<file path="config.mk">
export PLATFORM = sky130hd
export DESIGN_NAME = id_ex_stage
export DESIGN_NICKNAME = d
export VERILOG_FILES = /design/src/rtl/id_ex_stage.sv
export SDC_FILE = /design/constraint.sdc
export NUM_CORES = 1
export LEC_CHECK = 0
export ABC_AREA = 1
export ABC_CLOCK_PERIOD_IN_PS = 2700
export BUFFER_PORTS_ARGS = -buffer_cell sky130_fd_sc_hd__buf_2
export CAP_MARGIN = 20
export CORE_AREA = 2 2 167 169
export DETAILED_ROUTE_END_ITERATION = 12
export DIE_AREA = 0 0 169 171
export PLACE_DENSITY_LB_ADDON = 0.12
export SYNTH_ARGS = -nofsm -noshare
export SYNTH_HDL_FRONTEND = slang
export SYNTH_SLANG_ARGS = --single-unit
</file>
<file path="constraint.sdc">
create_clock -name clk -period 2.7 [get_ports clk]
set_input_delay 0.135 -clock clk [delete_from_list [all_inputs] [get_ports clk]]
set_output_delay 0.135 -clock clk [all_outputs]
set_load 0.01 [all_outputs]
</file>
<file path="src/rtl/id_ex_stage.sv">
// rtl/id_ex_stage.sv - ID/EX pipeline register with operand forwarding, load-use stall and flush
// Operands are forwarded combinationally from EX/MEM/WB; load-use hazards insert one bubble.
module id_ex_stage #(
    parameter int XLEN  = 32,
    parameter int CNT_W = 16
) (
    input  logic             clk,
    input  logic             rst,
    input  logic             id_valid,
    input  logic [XLEN-1:0]  id_pc,
    input  logic [4:0]       id_rs1,
    input  logic [4:0]       id_rs2,
    input  logic [4:0]       id_rd,
    input  logic [XLEN-1:0]  id_rD1,
    input  logic [XLEN-1:0]  id_rD2,
    input  logic [XLEN-1:0]  id_imm,
    input  logic [3:0]       id_op,
    input  logic             id_sel,
    input  logic             id_rf_we,
    input  logic             id_ram_we,
    input  logic             id_is_load,
    input  logic             id_branch,
    input  logic             id_jump,
    input  logic [1:0]       id_wd_sel,
    input  logic [XLEN-1:0]  ex_fwd_data,
    input  logic [4:0]       mem_rd,
    input  logic [4:0]       wb_rd,
    input  logic             mem_we,
    input  logic             wb_we,
    input  logic [XLEN-1:0]  mem_fwd_data,
    input  logic [XLEN-1:0]  wb_fwd_data,
    input  logic             flush,
    input  logic             hold,
    output logic             id_stall,
    output logic             ex_valid,
    output logic [XLEN-1:0]  ex_pc,
    output logic [XLEN-1:0]  ex_data1,
    output logic [XLEN-1:0]  ex_data2,
    output logic [XLEN-1:0]  ex_imm,
    output logic [3:0]       ex_op,
    output logic             ex_sel,
    output logic [4:0]       ex_rd,
    output logic             ex_rf_we,
    output logic             ex_ram_we,
    output logic             ex_is_load,
    output logic             ex_branch,
    output logic             ex_jump,
    output logic [1:0]       ex_wd_sel,
    output logic [CNT_W-1:0] stall_cnt
);

    typedef struct packed {
        logic            valid;
        logic [XLEN-1:0] pc;
        logic [XLEN-1:0] data1;
        logic [XLEN-1:0] data2;
        logic [XLEN-1:0] imm;
        logic [3:0]      op;
        logic            sel;
        logic [4:0]      rd;
        logic            rf_we;
        logic            ram_we;
        logic            is_load;
        logic            branch;
        logic            jump;
        logic [1:0]      wd_sel;
    } ex_reg_t;

    ex_reg_t          ex_q, ex_d;
    logic [CNT_W-1:0] cnt_q, cnt_d;

    logic            ex_wr;
    logic            ex_hit1, ex_hit2, mem_hit1, mem_hit2, wb_hit1, wb_hit2;
    logic [XLEN-1:0] data1_fwd, data2_fwd;
    logic            load_use;
    logic            take, kill;

    // A loading EX instruction has no result yet, so it never forwards.
    assign ex_wr    = ex_q.valid & ex_q.rf_we;
    assign ex_hit1  = ex_wr & ~ex_q.is_load & (id_rs1 != 5'd0) & (ex_q.rd == id_rs1);
    assign ex_hit2  = ex_wr & ~ex_q.is_load & (id_rs2 != 5'd0) & (ex_q.rd == id_rs2);
    assign mem_hit1 = mem_we & (id_rs1 != 5'd0) & (mem_rd == id_rs1);
    assign mem_hit2 = mem_we & (id_rs2 != 5'd0) & (mem_rd == id_rs2);
    assign wb_hit1  = wb_we & (id_rs1 != 5'd0) & (wb_rd == id_rs1);
    assign wb_hit2  = wb_we & (id_rs2 != 5'd0) & (wb_rd == id_rs2);

    assign data1_fwd = ex_hit1  ? ex_fwd_data  :
                       mem_hit1 ? mem_fwd_data :
                       wb_hit1  ? wb_fwd_data  : id_rD1;
    assign data2_fwd = ex_hit2  ? ex_fwd_data  :
                       mem_hit2 ? mem_fwd_data :
                       wb_hit2  ? wb_fwd_data  : id_rD2;

    assign load_use = id_valid & ex_wr & ex_q.is_load & (ex_q.rd != 5'd0) &
                      ((ex_q.rd == id_rs1) | (ex_q.rd == id_rs2));
    assign id_stall = load_use & ~flush & ~rst;

    // Flush beats hold; hold beats the load-use bubble.
    assign kill = flush | (~hold & load_use);
    assign take = ~flush & ~hold & ~load_use;

    always_comb begin
        ex_d  = ex_q;
        cnt_d = cnt_q;
        if (take) begin
            ex_d.valid   = id_valid;
            ex_d.pc      = id_pc;
            ex_d.data1   = data1_fwd;
            ex_d.data2   = data2_fwd;
            ex_d.imm     = id_imm;
            ex_d.op      = id_op;
            ex_d.sel     = id_sel;
            ex_d.rd      = id_rd;
            ex_d.rf_we   = id_rf_we & id_valid;
            ex_d.ram_we  = id_ram_we & id_valid;
            ex_d.is_load = id_is_load & id_valid;
            ex_d.branch  = id_branch & id_valid;
            ex_d.jump    = id_jump & id_valid;
            ex_d.wd_sel  = id_wd_sel;
        end
        if (kill) begin
            ex_d.valid   = 1'b0;
            ex_d.rf_we   = 1'b0;
            ex_d.ram_we  = 1'b0;
            ex_d.is_load = 1'b0;
            ex_d.branch  = 1'b0;
            ex_d.jump    = 1'b0;
        end
        if (~flush & ~hold & load_use & (cnt_q != {CNT_W{1'b1}})) begin
            cnt_d = cnt_q + 1'b1;
        end
    end

    always_ff @(posedge clk) begin
        if (rst) begin
            ex_q  <= '0;
            cnt_q <= '0;
        end else begin
            ex_q  <= ex_d;
            cnt_q <= cnt_d;
        end
    end

    assign ex_valid   = ex_q.valid;
    assign ex_pc      = ex_q.pc;
    assign ex_data1   = ex_q.data1;
    assign ex_data2   = ex_q.data2;
    assign ex_imm     = ex_q.imm;
    assign ex_op      = ex_q.op;
    assign ex_sel     = ex_q.sel;
    assign ex_rd      = ex_q.rd;
    assign ex_rf_we   = ex_q.rf_we;
    assign ex_ram_we  = ex_q.ram_we;
    assign ex_is_load = ex_q.is_load;
    assign ex_branch  = ex_q.branch;
    assign ex_jump    = ex_q.jump;
    assign ex_wd_sel  = ex_q.wd_sel;
    assign stall_cnt  = cnt_q;

endmodule

</file>
# Yosys cells after proc, flatten, opt, wreduce, memory -nomap -nowiden
# Index checks and enable logic that the tools add are counted.
totals:
  elab_cells: 70
  inputBits: 268
  register_bits: 162
  output_inout_bits: 163
op_classes:
  eq_ne: 7
  addsub: 1
  n_bitwise: 37
  reduce_logical: 4
  n_mux: 6
op_table:
  columns: ["cell", "count"]
  rows:
  - ["$mux 32", 6]
  - ["$and 1x1->1", 30]
  - ["$eq 5x5->1", 6]
  - ["$add 16x1->16 const B", 1]
  - ["$ne 16x16->1 const B", 1]
  - ["$reduce_bool 5->1", 3]
  - ["$not 1->1", 5]
  - ["$or 1x1->1", 2]
  - ["$reduce_or 2->1", 1]

# Logic depth before layout (Yosys ltp)
depth:
  ltp_word: 8
  ltp_mapped: 13
  mapped_depth_nobuf: 12

# Worst setup path after synthesis
# Ideal clock, no wire load.
synth_timing:
  kind: "reg-to-reg"
  from: "register cnt_q[0] (netlist: stall_cnt[0])"
  to: "register cnt_q[0] (netlist: stall_cnt[0])"
  t_arrival_ps: 1552
  setup_slack_ps: 1016
  period_less_slack_ps: 1684
  setup_time_ps: 132
  stages_incl_launch_ff: 11
  required_time_ps: 2568
  path_buffers: 0
  path_cell_list: "dfxtp_1 ha_1 nand2_1 inv_1 nand2_1 nor2_1 nand2_1 nand4_2 clkinv_1 nand2_1 a21oi_1"
synth_between:
  elab_chain_len: 2
  word_cells_on_any_way: 3
  cone_classes: "1 x add/sub; 1 x eq/ne; 1 x bitwise"
synth_lines:
  columns: ["item", "line_no", "rtl"]
  rows:
  - ["from (decl)", "70", "logic [CNT_W-1:0] cnt_q, cnt_d;"]
  - ["from (signal assigned)", "140", "cnt_q <= cnt_d;"]
  - ["parallel branches: the longest is 2 deep, another holds $add 16x1->16", null, null]
# Parallel ways; which one is timed is not known.
# A chain may end at the register's enable or synchronous reset.

# Final worst setup path
layout_timing:
  from: "register ex_q, in the netlist ex_rd[3]"
  to: "output id_stall"
layout_between:
  elab_chain_len: 5
  word_cells_on_any_way: 8
  cone_classes: "2 x eq/ne; 5 x bitwise; 1 x reduce/logical"
layout_lines:
  columns: ["item", "line_no", "rtl"]
  rows:
  - ["from (decl)", "69", "ex_reg_t ex_q, ex_d;"]
  - ["from (signal assigned)", "136", "ex_q <= '0;"]
  - ["from (signal assigned)", "139", "ex_q <= ex_d;"]
  - ["$eq 5x5->1 / $reduce_bool 5->1 (equally long branches)", "95, 94", null]
  - ["$or 1x1->1 / $and 1x1->1 (equally long branches)", "95, 94", null]
  - ["$and 1x1->1 (*)", "94", "assign load_use = id_valid & ex_wr & ex_q.is_load & (ex_q.rd != 5'd0) &"]
  - ["$and 1x1->1 (*) (2 in a row)", "96", "assign id_stall = load_use & ~flush & ~rst;"]
  - ["to (decl)", "34", "output logic id_stall,"]
# Mark *: on every way between the ends. The rest lies on a longest branch, timed or not.

==> qor.yml <==
synthesis:
  synth_compound_area_share_pct: 8.986
  synth_top_cells_by_area: "dfxtp_1, nand2_1, nand3_1, a21oi_1, inv_1"
  synthMuxAreaShare_pct: 0
  synthXorXnorAreaFrac_pct: 0.9942
  syn_area_per_cell_um2: 5.873
  async_flop_share_pct: 0
  ys_types: 28
  synth_seq_cells: 162
  synth_top_family_by_area: "simple AND/OR/NAND/NOR gates"
  synth_ff_type: "dfxtp_1"
  syn_nets: 1919
  synth_fa_ha_area_share_pct: 0.1291
  synth_warnings: 0
  synth_top_area_share_pct: 33.47
  yosysSeqAreaShare_pct: 33.47
  synth_edf_count: 0
  synth_area_um2: 9691
  yosys.area_share.simple_pct: 42.79
  yosys.area.top_type: "dfxtp_1"
  syn-instance-count: 1650
cells_and_area:
  multi_input_area_um2: 5162
  final_cell_mix: "nand2_1, buf_2, nand3_1"
  mostFrequentLayoutCell: "nand2_1"
  area_growth_pct: 39.42
  nFillCells: 2958
  final_util_pct: 49.45
  seq_area_um2: 3243
  layout-drive-gt1-share_pct: 24.33
  finalNonFillerCells: 2473
  final_nets: 2369
global_route:
  grt_max_degree: 71
  grt_overflow: 0
  antenna_found_initial: 17
  grt_pass1_wl_mm: 60.01
  grt_pass1_vias: 11260
  grt_usage_pct: 26.30
clocking:
  cts_setup_buffers: 0
  cts.sinks: 162
  post_cts_resized: 0
  clk_latency_ns: 0.44
  clk_transition_reported_paths_ns: 0.07
  cts_root_buffer: "clkbuf_16"
  numCtsBuffers: 17
  htree_levels: 4
  cts.path.max_buffers: 2
  cts_tree: "built"
sta:
  rsz0062_at_grt: "no"
  slew-limit-headroom_pct: 48.28
  final-hold-violation-count: 0
  setup_tns_ns: 0
  finalCritPeriodShare_pct: 91.06
  setup_violations: 0
  worst_pin_slew_ns: 0.7758
  fin_ws_ns: 0.2415
  drv_slew: 0
  fmax_ghz: 0.4067
  period_needed_ns: 2.459
  skew_ns: 0.01681
run:
  maxCapViolCount: 0
die:
  std_cell_rows: 61
  design.die.area_um2: 28900
  die_x_um: 169
  start_util_pct: 35.47
  io_pins: 431
  die-height_um: 171
  fp.coreArea_um2: 27320
status:
  status: "finished clean"
routing:
  drtIter0Drc: 893
  wl_per_cell_um: 15.92
  first_pass_iters: 5
  drc: 0
  viasPerCell: 4.939
  vias: 12210
  wl_mm: 39.38
  antenna_left: 0
power_and_ir_drop:
  p_clk_share_pct: 41.3
  switching_share_pct: 31.29
  internal-power_w: 0.004334
  combPwrFrac_pct: 18.3
  p_leak_nw: 7.325
  pwr_density_cell_nw_per_um2: 466.9
  p_seq_share_pct: 40.4
  totalPowerFinal_w: 0.006308
  switching_power_w: 0.001974
  worst_ir_drop_vdd_v: 0.0002709
worst_setup_path:
  reg2regPathDepth: 12
  worstReg2RegEnd: "stall_cnt[11]"
  r2r_slack_ns: 0.31
  end_kind: "primary output"
  start_kind: "register"
  critical_path_class: "register to primary output"
  required_ns: 2.57
  cp.arrival_ns: 2.32
  worstPathMaxFanout: 20
  reg2reg_from: "ex_rd[3]"
min_path:
  hp-start: "id_rd[3]"
  whs_path_depth: 3
  holdPathEnd: "ex_rd[3]"
  min_path_type: "input port to register"
place:
  preCtsSetupSlack_ns: 0.3631
  gp_congestion: 0.8752
  place_inst: 2349
  port_buffers: 430
  hpwl_mm: 26.61
## metal layers
| metal | part of all wire (%) | wire [µm] | track usage, % | up-vias |
|---|---|---|---|---|
| met3 | 7.4 | 2919 | 5.529 | 75 |
| li1 | - | - | - | 6085 |
| met2 | 48 | 18900 | 44.26 | 484 |
| met1 | 41 | 16330 | 32.58 | 5564 |
| met5 | 0.086 | 34 | 0 | - |
| met4 | 3.0 | 1195 | 11.41 | 6 |
## registers in the layout (all words and copies together) (netlist names)
| register | flops |
|---|---|
| ex_data1 | 32 |
| ex_data2 | 32 |
| ex_imm | 32 |
| ex_pc | 32 |
| stall_cnt | 16 |
| ex_rd | 5 |
| ex_op | 4 |
| ex_wd_sel | 2 |
| ex_branch | 1 |
| ex_is_load | 1 |
| ex_jump | 1 |
| ex_ram_we | 1 |
| ex_rf_we | 1 |
| ex_sel | 1 |
| ex_valid | 1 |
## through the flow
stage                     hold slack [ns]  instance area [µm²]
after floorplan                    0.2999                 9691
after global placement             0.4091                12060
after detailed placement           0.4122                12060
after CTS                        0.005508                13480
after global routing              0.03514                13500
final                             0.02390                13510
## synthesized netlist by cell type, types with 2 or more instances
| master | number |
|---|---|
| nand2_1 | 513 |
| nand3_1 | 287 |
| inv_1 | 197 |
| a21oi_1 | 165 |
| nor2_1 | 163 |
| dfxtp_1 | 162 |
| clkbuf_1 | 52 |
| buf_2 | 30 |
| buf_6 | 12 |
| nand4_1 | 10 |
| inv_2 | 9 |
| xnor2_1 | 7 |
| buf_1 | 6 |
| buf_4 | 5 |
| nor3_1 | 5 |
| o21ai_0 | 5 |
| o21ai_1 | 4 |
| xor2_1 | 4 |
| nor2_2 | 3 |
| and2_1 | 2 |
| clkinv_1 | 2 |
## timing repair
action                                 CTS  global route
setup endpoints to repair                0             0
hold buffers                            78             0
endpoints found under the hold margin   78             0
## power groups by stage
stage / Clock [W] / Combinational (W) / Sequential, W
3_5_place_dp: 0 / 0.00106 / 0.00260
3_3_place_gp: 0 / 0.00106 / 0.00260
2_1_floorplan: 0 / 0.000511 / 0.00265
5_1_grt: 0.00277 / 0.00128 / 0.00256
4_1_cts: 0.00268 / 0.00115 / 0.00254
6_report: 0.00260 / 0.00116 / 0.00255
## critical path, cell delays in order (launching register included)
cell	delay, ns
dfxtp_1	0.40
inv_1	0.10
nand2_1	0.06
nand2_1	0.05
nor2_1	0.15
nand3_1	0.09
nand2_1	0.13
nand2_2	0.31
buf_4	0.32
nor3_1	0.13
buf_2	0.15
## kinds of logic after synthesis
| family | count (synthesis) |
|---|---|
| xor gates and xnor gates | 11 |
| DFF | 162 |
| buffers and inverters | 313 |
| AOI/OAI and AO/OA | 174 |
| adders and majority gates | 1 |
| and+or+nand+nor | 989 |
## layout make-up
class / count / area share (%)
Multi-Input combinational cell: 1175 / 38.21
Sequential cell: 162 / 24.00
Timing Repair Buffer: 536 / 23.84
Inverter: 208 / 5.779
Tap cell: 346 / 3.204
Clock buffer: 17 / 3.149
Clock inverter: 15 / 1.556
Antenna cell: 14 / 0.2593
## how the worst max path moves through the flow
stage / cells after the start / startpoint / end / slack [ns]
floorplan: 10 / stall_cnt[0] / stall_cnt[0] / 1.02
global placement: 11 / ex_rd[3] / stall_cnt[11] / 0.42
detailed placement: 11 / ex_rd[3] / stall_cnt[11] / 0.36
CTS: 10 / ex_rd[3] / id_stall / 0.22
global route: 10 / ex_rd[3] / id_stall / 0.06
finish: 10 / ex_rd[3] / id_stall / 0.24
No activity file was read; power rests on OpenSTA's default activity.
